### src/rtl/aes_round_sequencer.sv
// Iterative AES-128 encryption controller.
// Owns the state and round-key registers and steps an external combinational
// round function and key-expansion step through ten rounds, one per cycle.
// The ciphertext is presented on a valid/ready handshake and held until taken.
module aes_round_sequencer (
  input  logic         i_clk,
  input  logic         i_rst_n,
  input  logic         i_in_valid,
  output logic         o_in_ready,
  input  logic [127:0] i_data_in,
  input  logic [127:0] i_key,
  output logic         o_out_valid,
  input  logic         i_out_ready,
  output logic [127:0] o_data_out,
  output logic         o_busy,
  output logic [127:0] o_rf_state,
  output logic [127:0] o_rf_rkey,
  output logic         o_rf_final,
  input  logic [127:0] i_rf_result,
  output logic [127:0] o_ke_key,
  output logic [7:0]   o_ke_rcon,
  input  logic [127:0] i_ke_next_key,
  output logic [3:0]   o_round
);

  typedef enum logic [1:0] {
    S_IDLE  = 2'b00,
    S_ROUND = 2'b01,
    S_DONE  = 2'b10
  } state_t;

  localparam logic [3:0] LAST_ROUND = 4'd10;

  state_t       r_state;
  state_t       w_state_next;
  logic [3:0]   r_round;
  logic [3:0]   w_round_next;
  logic [127:0] r_data;
  logic [127:0] w_data_next;
  logic [127:0] r_key;
  logic [127:0] w_key_next;
  logic [3:0]   w_round_disp;
  logic [7:0]   w_rcon;

  // State, round counter, cipher state and round key registers; reset clears all.
  always_ff @(posedge i_clk) begin
    if (!i_rst_n) begin
      r_state <= S_IDLE;
      r_round <= 4'd0;
      r_data  <= 128'd0;
      r_key   <= 128'd0;
    end else begin
      r_state <= w_state_next;
      r_round <= w_round_next;
      r_data  <= w_data_next;
      r_key   <= w_key_next;
    end
  end

  // Next-state logic: load with initial AddRoundKey, run ten rounds, hold result.
  always_comb begin
    w_state_next = r_state;
    w_round_next = r_round;
    w_data_next  = r_data;
    w_key_next   = r_key;
    case (r_state)
      S_IDLE: begin
        if (i_in_valid) begin
          // Round 0 is just the key whitening, done here on acceptance.
          w_data_next  = i_data_in ^ i_key;
          w_key_next   = i_key;
          w_round_next = 4'd1;
          w_state_next = S_ROUND;
        end else begin
          w_round_next = 4'd0;
        end
      end
      S_ROUND: begin
        if (r_round == 4'd0 || r_round > LAST_ROUND) begin
          // Counter outside 1..10 can only come from an upset; abandon the block.
          w_round_next = 4'd0;
          w_state_next = S_IDLE;
        end else begin
          w_data_next = i_rf_result;
          w_key_next  = i_ke_next_key;
          if (r_round == LAST_ROUND) begin
            w_round_next = 4'd0;
            w_state_next = S_DONE;
          end else begin
            w_round_next = r_round + 4'd1;
          end
        end
      end
      S_DONE: begin
        w_round_next = 4'd0;
        if (i_out_ready) begin
          w_state_next = S_IDLE;
        end
      end
      default: begin
        w_round_next = 4'd0;
        w_state_next = S_IDLE;
      end
    endcase
  end

  assign w_round_disp = (r_state == S_ROUND) ? r_round : 4'd0;

  // Round constant for the key-expansion step, zero outside the round loop.
  always_comb begin
    w_rcon = 8'h00;
    case (w_round_disp)
      4'd1:    w_rcon = 8'h01;
      4'd2:    w_rcon = 8'h02;
      4'd3:    w_rcon = 8'h04;
      4'd4:    w_rcon = 8'h08;
      4'd5:    w_rcon = 8'h10;
      4'd6:    w_rcon = 8'h20;
      4'd7:    w_rcon = 8'h40;
      4'd8:    w_rcon = 8'h80;
      4'd9:    w_rcon = 8'h1b;
      4'd10:   w_rcon = 8'h36;
      default: w_rcon = 8'h00;
    endcase
  end

  // Host handshake outputs decode registered state only.
  assign o_in_ready  = (r_state == S_IDLE);
  assign o_out_valid = (r_state == S_DONE);
  assign o_busy      = (r_state == S_ROUND) || (r_state == S_DONE);
  assign o_data_out  = r_data;

  // Round-function and key-expansion hookups; the freshly expanded key is
  // used in the same cycle it is produced.
  assign o_rf_state  = r_data;
  assign o_rf_rkey   = i_ke_next_key;
  assign o_rf_final  = (r_state == S_ROUND) && (r_round == LAST_ROUND);
  assign o_ke_key    = r_key;
  assign o_ke_rcon   = w_rcon;
  assign o_round     = w_round_disp;

endmodule
### config.mk
export PLATFORM = sky130hd
export DESIGN_NAME = aes_round_sequencer
export DESIGN_NICKNAME = d
export VERILOG_FILES = /design/src/rtl/aes_round_sequencer.sv
export SDC_FILE = /design/constraint.sdc
export NUM_CORES = 1
export LEC_CHECK = 0
export BUFFER_PORTS_ARGS = -buffer_cell sky130_fd_sc_hd__buf_2
export CAP_MARGIN = 0
export CORE_AREA = 2 2 407 409
export DETAILED_ROUTE_END_ITERATION = 10
export DIE_AREA = 0 0 409 411
export PLACE_DENSITY = 0.3
export SLEW_MARGIN = 20
export SYNTH_ARGS = -nofsm -noshare
export SYNTH_HDL_FRONTEND = slang
export SYNTH_SLANG_ARGS = --single-unit
export TNS_END_PERCENT = 10
### constraint.sdc
create_clock -name i_clk -period 7.68 [get_ports i_clk]
set_clock_uncertainty 0.1 [all_clocks]
set_input_delay 2.304 -clock i_clk [delete_from_list [all_inputs] [get_ports i_clk]]
set_output_delay 2.304 -clock i_clk [all_outputs]
set_load 0.05 [all_outputs]
* Yosys cells after proc, flatten, opt, wreduce, memory -nomap -nowiden *
Memory sizes are Yosys's and may differ from the RTL's.
Index checks and enable logic that the tools add are counted.

operators by class
  reduce and logical (&&, ||, !) cells = 8
  order comparisons = 1
  equality and inequality tests = 7
  shift operators = 0
  divide/modulo/power cells = 0
  bitwise logic cells = 1
  add/subtract/negate cells = 1
  $mul = 0
  multiplexer cells = 16

operators with widths
  kind                                                    number
  2-to-1 mux 128 bit                                      4
  one-hot mux 128 bit (2 select lines)                    2
  bitwise XOR 128 bit                                     1
  2-to-1 mux 4 bit                                        3
  2-to-1 mux 2 bit                                        4
  one-hot mux 4 bit (2 select lines)                      1
  one-hot mux 2 bit (3 select lines)                      1
  AND reduction 3 bit                                     2
  adder 4 x 1 -> 4 bit (second input constant)            1
  equality test 4 bit (second input constant)             1
  greater-than comparator 4 bit (second input constant)   1
  zero test 4 bit                                         1
  inequality test 2 bit (second input constant)           2
  inequality test 3 bit (second input constant)           1
  equality test 2 x 1 -> 1 bit (second input constant)    1
  equality test 2 bit (second input constant)             1
  zero test 2 bit                                         1
  logical OR 1 bit                                        2
  inequality test 2 x 1 -> 1 bit (second input constant)  1
  nonzero test 2 bit                                      1
  logical AND 1 bit                                       1
  2-to-1 mux 1 bit                                        1

word-level totals
  word-level logic and storage cells = 39
  flip-flop bits (word level) = 262
  memories kept = 1
  bits in latches = 0
  input bits = 516
  RAM bits = 0
  output and inout bits = 528
  bits in read-only memories = 128

memory list
  memory           words  width  read ports  clocked after memory_dff  wr ports  RTL line  text
  (no name shown)  16     8      1           0                         0         112       case (w_round_disp)

* Depth between registers and ports, before layout *
Gate-level depths: netlist of run 1.

  word-level depth = 4
  depth in mapped cells = 11
  depth with buffers taken out = 7

* Least setup slack after synthesis of run 1 *
OpenSTA, ideal clock, no wires.

  path type = register to output
  from = register r_state[1]
  to = output port o_ke_rcon[2]
  data required time = 5.276 ns
  arrival = 2.972 ns
  cell stages (with the launch flop) = 12
  buffers on the path = 4
  setup slack = 2.304 ns
  cells stage by stage = dfxtp_1 > inv_1 > ha_1 > buf_2 > buf_2 > buf_2 > clkbuf_1 > nand2_1 > inv_1 > ha_1 > nand2_1 > a21oi_1

between the ends
  longest elaborated chain between the ends = 3

RTL lines
  what                          RTL line  text
  from (decl)                   34        state_t r_state;
  from (signal assigned)        53        r_state <= w_state_next;
  equality test 2 x 1 -> 1 bit  107       assign w_round_disp = (r_state == S_ROUND) ? r_round : 4'd0;
  2-to-1 mux 4 bit              107
  net o_round[1]                23        output logic [3:0] o_round
  memory (16 x 8 bit)           -
  to (decl)                     21        output logic [7:0] o_ke_rcon,

The timed path passes the listed nets, and every way through them passes these cells.

* Final worst setup path of run 1 *
  from = input port i_ke_next_key[34]
  to = output port o_rf_rkey[34]

RTL lines
  what         RTL line  text
  from (decl)  22        input logic [127:0] i_ke_next_key,
  to (decl)    17        output logic [127:0] o_rf_rkey,

No word-level cell between the ends.

==> results of run 1 <==
layer usage:
layer	GRT usage (%)	wire [um]	vias up	part of all wire, %
li1	-	-	7801	-
met1	13.7	42100	7720	43
met2	18.4	47000	587	48
met3	2.54	5910	75	6.1
met4	2.65	1920	4	2.0
met5	0	27	-	0.028
per-stage QoR:
stage	cell area [sq um]	hold WS, ns	power, mW	utilization, %
after detailed placement	21300	0.370	10.2	13.0
after floorplan	15700	0.352	8.20	-
after global placement	21300	0.361	10.3	13.0
final	22600	0.374	11.9	13.8
after CTS	22600	0.380	12.2	13.8
after global routing	22600	0.393	12.6	13.8
report_power, final:
group / switching (mW) / internal (mW)
clock: 0.745 / 1.10
sequential: 0.473 / 1.95
combinational: 5.97 / 1.70
total: 7.19 / 4.74
cells by family (layout without fill, tap and decap cells):
logic type / Yosys count / count (layout) / share of synthesized area, %
adders and majority gates: 10 / 10 / 0.796
AOI/OAI and AO/OA: 398 / 398 / 17.0
DFF: 262 / 262 / 33.3
buffers and inverters: 438 / 1144 / 17.1
and+or+nand+nor: 543 / 543 / 16.3
muxes: 129 / 129 / 8.21
xor gates and xnor gates: 130 / 130 / 7.24
other: 0 / 2 / 0
state kept, by name (all words and copies together), names as in the netlist:
signal,cells
o_ke_key,128
r_state,2
o_data_out,128
r_round,4
path summary, 6_finish.rpt:
| check | start | endpoint | slack (ns) | cells after the start |
|---|---|---|---|---|
| max reg2reg | r_state[1] | o_ke_key[94] | 3.52 | 8 |
| max | i_ke_next_key[34] | o_rf_rkey[34] | 2.44 | 2 |
| min reg2reg | o_data_out[79] | o_data_out[79] | 0.37 | 2 |
| min | o_data_out[79] | o_data_out[79] | 0.37 | 2 |
area by class of cell:
cell class                 instances  area (sq um)
clock buffer                      55          1180
multi-input combinational       1210          7840
sequential                       262          5250
timing repair buffer            1066          5490
antenna                            2          5.00
fill                           19000        141000
clock inverter                    13          96.3
inverter                          10          37.5
tap                             2189          2740
synth_stat cells (8+ instances only):
| library cell | instances |
|---|---|
| dfxtp_1 | 262 |
| buf_4 | 257 |
| xnor2_1 | 130 |
| nand2_1 | 262 |
| buf_2 | 23 |
| nor2b_1 | 8 |
| o211a_1 | 129 |
| inv_1 | 9 |
| clkbuf_1 | 138 |
| ha_1 | 10 |
| mux2i_1 | 129 |
| nand3_1 | 130 |
| nand4_1 | 128 |
| o21ai_0 | 257 |
==> metrics.yaml, run 1 <==
outcome:
  outcome: "finished, final reports clean"
routing:
  dr.pass1.iters: 5
  drc: 0
  wl_per_cell_um: 20.2
  drt-total-wl_mm: 96.9
  drt_iter0_markers: 839
  viasPerCell: 3.37
  num_vias: 16200
  final_antenna_net_count: 0
timing:
  finalCritPeriodShare_pct: 68.2
  slew_violations: 0
  rsz0062_at_grt: "no"
  fmax_mhz: 191
  setup_viol: 0
  relSlewSlack_pct: 13.1
  tightest_slew_ns: 1.29
  setup_ws_ns: 2.44
  hold_viol_final: 0
  fin_tns_setup_ns: 0
  period_minus_slack_ns: 5.24
worst_setup_path:
  cpMostUsedCell: "buf_2"
  cp_slowest_stage_delay_ns: 0.32
  crit_path_top_delay_cell: "buf_2"
  endpoint_kind: "output port"
  cp-start-kind: "input pin"
  crit_type: "in -> out"
  crit_buf_inv: 2
  cp.arrival_ns: 2.84
  cp_max_fo: 2
  crit_path_cell_trace: "buf_2, buf_2"
  path_delay_family: "buffers and inverters"
  crit_required_ns: 5.28
logic_synthesis:
  synth-edff-count: 0
  ys_async_sr_fraction_pct: 0
  synth_top_area_cell: "dfxtp_1"
  ys_ff_latch: 262
  ys_warn_count: 0
  syn_area_sq_mm: 0.0157
  syn-instance-count: 1910
  ys.flop_type: "dfxtp_1"
  synthTopCellsByArea: "dfxtp_1 33%, buf_4 12%, mux2i_1 8.2%"
  synth_top_area_share_pct: 33.3
  avgSynthCellArea_sq_um: 8.23
  synth_cell_types: 35
  synth_fp_nets: 2436
  yosysSeqAreaShare_pct: 33.3
global_route:
  grt_pass1_vias: 16200
  gr-usage-all-layers_pct: 10.8
  grt_pass1_wl_mm: 130
  grt_max_degree: 151
  gr-total-overflow: 0
  antenna_found_initial: 21
placement:
  place_inst: 4737
  dp_hpwl_mm: 76.6
  gp_congestion: 0.890
  numPortBuffers: 1043
  place_ws_ns: 2.43
clock_network:
  post_cts_buffers: 0
  ctsResizeCount: 0
  numCtsBuffers: 38
  path_clk_slew_ns: 0.06
  cts-root-buf: "clkbuf_16"
  ctsHoldBuffers: 0
  cts_tree: "yes"
  clk_latency_ns: 0.58
  htreeDepth: 2
  cts_sinks: 262
  clockBufferDepth: 3
power:
  cellLeakagePower_nw: 10.9
  ir_drop_mv: 0.295
  powerDensity_mw_per_mm2: 527
floorplanning:
  start_util_pct: 9.60
  die_h_um: 411
  core_sq_mm: 0.164
  rows: 149
  ios: 1044
  dieArea_sq_mm: 0.168
  dieWidth_um: 409
layout:
  area.growth.synth_to_final_pct: 43.9
  mostFrequentLayoutCell: "buf_2"
  instances_no_fill: 4807
  layout_common_cells: "1042 x buf_2, 262 x nand2_1, 262 x dfxtp_1, 257 x o21ai_0"
  nets: 3114
  drive_above_1_share_pct: 43.5
flow_run:
  maxCapViolCount: 0
worst_hold_path:
  hold_class: "reg -> reg"
No activity file was read; power rests on OpenSTA's default activity.
==> inputs of run 2 (changes only) <==
Settings changed: ABC_AREA set to 1, CORE_AREA 2 2 407 409 to 2 2 406 408, DIE_AREA 0 0 409 411 to 0 0 408 410.
Clock period 7.68 ns to 5.1 ns, I/O delays scaled along.
==> metrics.yaml, run 2 <==
floorplanning:
  dieArea_sq_mm: 0.167  # -0.49%
  dieWidth_um: 408  # -0.24%
  core_sq_mm: 0.163  # -0.23%
  die_h_um: 410  # -0.24%
  start_util_pct: 9.73  # +0.13 points
  rows: 149  # unchanged
  ios: 1044  # unchanged
routing:
  drt_iter0_markers: 937  # +12%
  dr.pass1.iters: 8  # +3
  wl_per_cell_um: 21.3  # +5.8%
  drc: 0  # unchanged
  num_vias: 18500  # +15%
  viasPerCell: 3.43  # +1.8%
  drt-total-wl_mm: 115  # +19%
  final_antenna_net_count: 0  # unchanged
global_route:
  grt_max_degree: 155  # +2.6%
  met1_usage_pct: 15.8  # +2.1 points
  use_met3_pct: 4.05  # +1.5 points
  grt_use_met2_pct: 22.7  # +4.3 points
  grt_pass1_wl_mm: 153  # +18%
  busiest_layer: "met2"
  antenna_found_initial: 41  # +95%
  gr-total-overflow: 0  # unchanged
  gr-usage-all-layers_pct: 13.1  # +2.3 points
  grt_pass1_vias: 17800  # +9.7%
logic_synthesis:
  synth.top_cells.by_count: "578 x nor2_1, 480 x nand2_1, 272 x buf_4"
  synth-edff-count: 0  # unchanged
  ys_async_sr_fraction_pct: 0  # unchanged
  ys.flop_type: "dfxtp_1"
  synth_cell_types: 23  # -34%
  synth_top_area_cell: "dfxtp_1"
  ys_ff_latch: 262  # unchanged
  yosysSeqAreaShare_pct: 33.0  # -0.36 points
  avgSynthCellArea_sq_um: 6.41  # -22%
  synth_fp_nets: 3005  # +23%
  syn-instance-count: 2479  # +30%
  synth_top_area_share_pct: 33.0  # -0.36 points
  ys_warn_count: 0  # unchanged
  syn_area_sq_mm: 0.0159  # +1.1%
  yosysMostFrequentCell: "nor2_1"
  synthTopCellsByArea: "dfxtp_1 33%, nor2_1 14%, buf_4 13%"
clock_network:
  numCtsBuffers: 42  # +11%
  post_cts_buffers: 0  # unchanged
  htreeDepth: 2  # unchanged
  clk_latency_ns: 0.59  # about the same
  cts_tree: "yes"
  ctsResizeCount: 0  # unchanged
  clockBufferDepth: 3  # unchanged
  cts_sinks: 262  # unchanged
  path_clk_slew_ns: 0.05  # about the same
  cts-root-buf: "clkbuf_16"
  ctsHoldBuffers: 0  # unchanged
layout:
  final_core_util_pct: 14.0  # +0.19 points
  ff_latch_area_sq_mm: 0.00525  # unchanged
  final_area_sq_mm: 0.0229  # +1.2%
  nets: 3703  # +19%
  area.growth.synth_to_final_pct: 44.0  # about the same
  multi_input_area_sq_mm: 0.00765  # -2.4%
  mostFrequentLayoutCell: "buf_2"
  fillers: 19400  # +1.9%
  drive_above_1_share_pct: 35.6  # -7.8 points
  layout_common_cells: "1042 x buf_2, 577 x nor2_1, 479 x nand2_1, 262 x dfxtp_1, 251 x o21ai_0"
placement:
  place_ws_ns: 1.29  # -1.13 ns
  dpl-instance-area_sq_mm: 0.0215  # +0.52%
  numPortBuffers: 1043  # unchanged
  dp_hpwl_mm: 93.6  # +22%
  gp_congestion: 0.820  # -7.8%
timing:
  rsz0062_at_grt: "no"
  hold_viol_final: 0  # unchanged
  setup_ws_ns: 0.791  # -1.65 ns
  fin_tns_setup_ns: 0  # unchanged
  setup_viol: 0  # unchanged
  fmax_mhz: 232
  slew_violations: 0  # unchanged
  period_minus_slack_ns: 4.31
  relSlewSlack_pct: 29.2  # +16 points
  tightest_slew_ns: 1.06  # -0.232 ns
  finalCritPeriodShare_pct: 84.5
worst_setup_path:
  timing.rr.end: "o_ke_key[8]"
  endpoint_kind: "output port"
  crit_required_ns: 3.47  # -1.81 ns
  cp-start-kind: "flip-flop"
  cp_max_fo: 39  # +37
  reg2reg_depth: 10  # +2
  r2r_setup_slack_ns: 1.79  # -1.73 ns
  cp.arrival_ns: 2.68  # -0.16 ns
  cp-endpoint: "o_ke_rcon[3]"
  crit_type: "reg -> out"
  crit_start: "r_state[1]"
  r2r_start: "r_state[1]"
outcome:
  outcome: "finished, final reports clean"
power:
  powerDensity_mw_per_mm2: 726  # +38%
  ir_drop_mv: 0.408  # +38%
  cellLeakagePower_nw: 11.5  # +5.5%
worst_hold_path:
  worstHoldPathCells: 2  # unchanged
  hold_class: "reg -> reg"
flow_run:
  maxCapViolCount: 0  # unchanged
==> run 2: per-stage QoR <==
step                hold WS [ns]  total power, mW  cells
floorplan                  0.375             11.0   2479
global placement           0.345             13.8   5322
detailed placement         0.352             13.8   5322
CTS                        0.365             17.0   5399
global route               0.386             17.6   5401
finish                     0.359             16.6   5408
==> run 2: layer usage <==
layer / vias to the layer above / share of wire [%] / wire (um)
met5: - / 0.15 / 177
li1: 9126 / - / -
met2: 703 / 48 / 55600
met1: 8562 / 42 / 48300
met4: 28 / 2.0 / 2330
met3: 126 / 7.8 / 8950
==> run 2: area by class of cell <==
type / instances / share of cell area, %
Multi-Input combinational cell: 1730 / 33.4
Clock inverter: 18 / 0.951
Antenna cell: 9 / 0.0984
Tap cell: 2189 / 12.0
Timing Repair Buffer: 1068 / 24.2
Inverter: 73 / 1.24
Sequential cell: 262 / 22.9
Clock buffer: 59 / 5.22
==> run 2: cells by family after synthesis <==
| family | Yosys count | synth area share [%] |
|---|---|---|
| flip-flops | 262 | 33.0 |
| adder cells (fa/ha/maj) | 10 | 0.787 |
| buffers and inverters | 487 | 19.1 |
| AND/OR/NAND/NOR | 1198 | 29.4 |
| AO/OA/AOI/OAI | 520 | 17.6 |
| XOR/XNOR | 2 | 0.110 |
==> run 2: report_power, final <==
group / internal, mW / switching (mW) / total, mW / leakage [nW]
sequential: 2.83 / 0.591 / 3.43 / 2.17
clock: 1.84 / 1.24 / 3.08 / 0.694
combinational: 2.07 / 8.06 / 10.1 / 8.64
total: 6.74 / 9.89 / 16.6 / 11.5
==> run 2: worst max-delay path, stage by stage (launching register included) <==
cell and delay [ns]:
dfxtp_1 0.30, inv_1 0.13, ha_4 0.53, nand2_1 0.19, inv_1 0.15, ha_1 0.17
inv_1 0.06, nor2_1 0.13, nand2_1 0.06, o21ai_0 0.07, buf_2 0.29
==> run 2: worst min path at each step <==
stage | startpoint | to | slack (ns)
2_1_floorplan | r_state[1] | r_state[1] | 0.37
3_3_place_gp | o_ke_key[106] | o_ke_key[106] | 0.35
3_5_place_dp | o_ke_key[83] | o_ke_key[83] | 0.35
4_1_cts | o_ke_key[83] | o_ke_key[83] | 0.37
5_1_grt | o_ke_key[75] | o_ke_key[75] | 0.39
6_report | o_ke_key[83] | o_ke_key[83] | 0.36
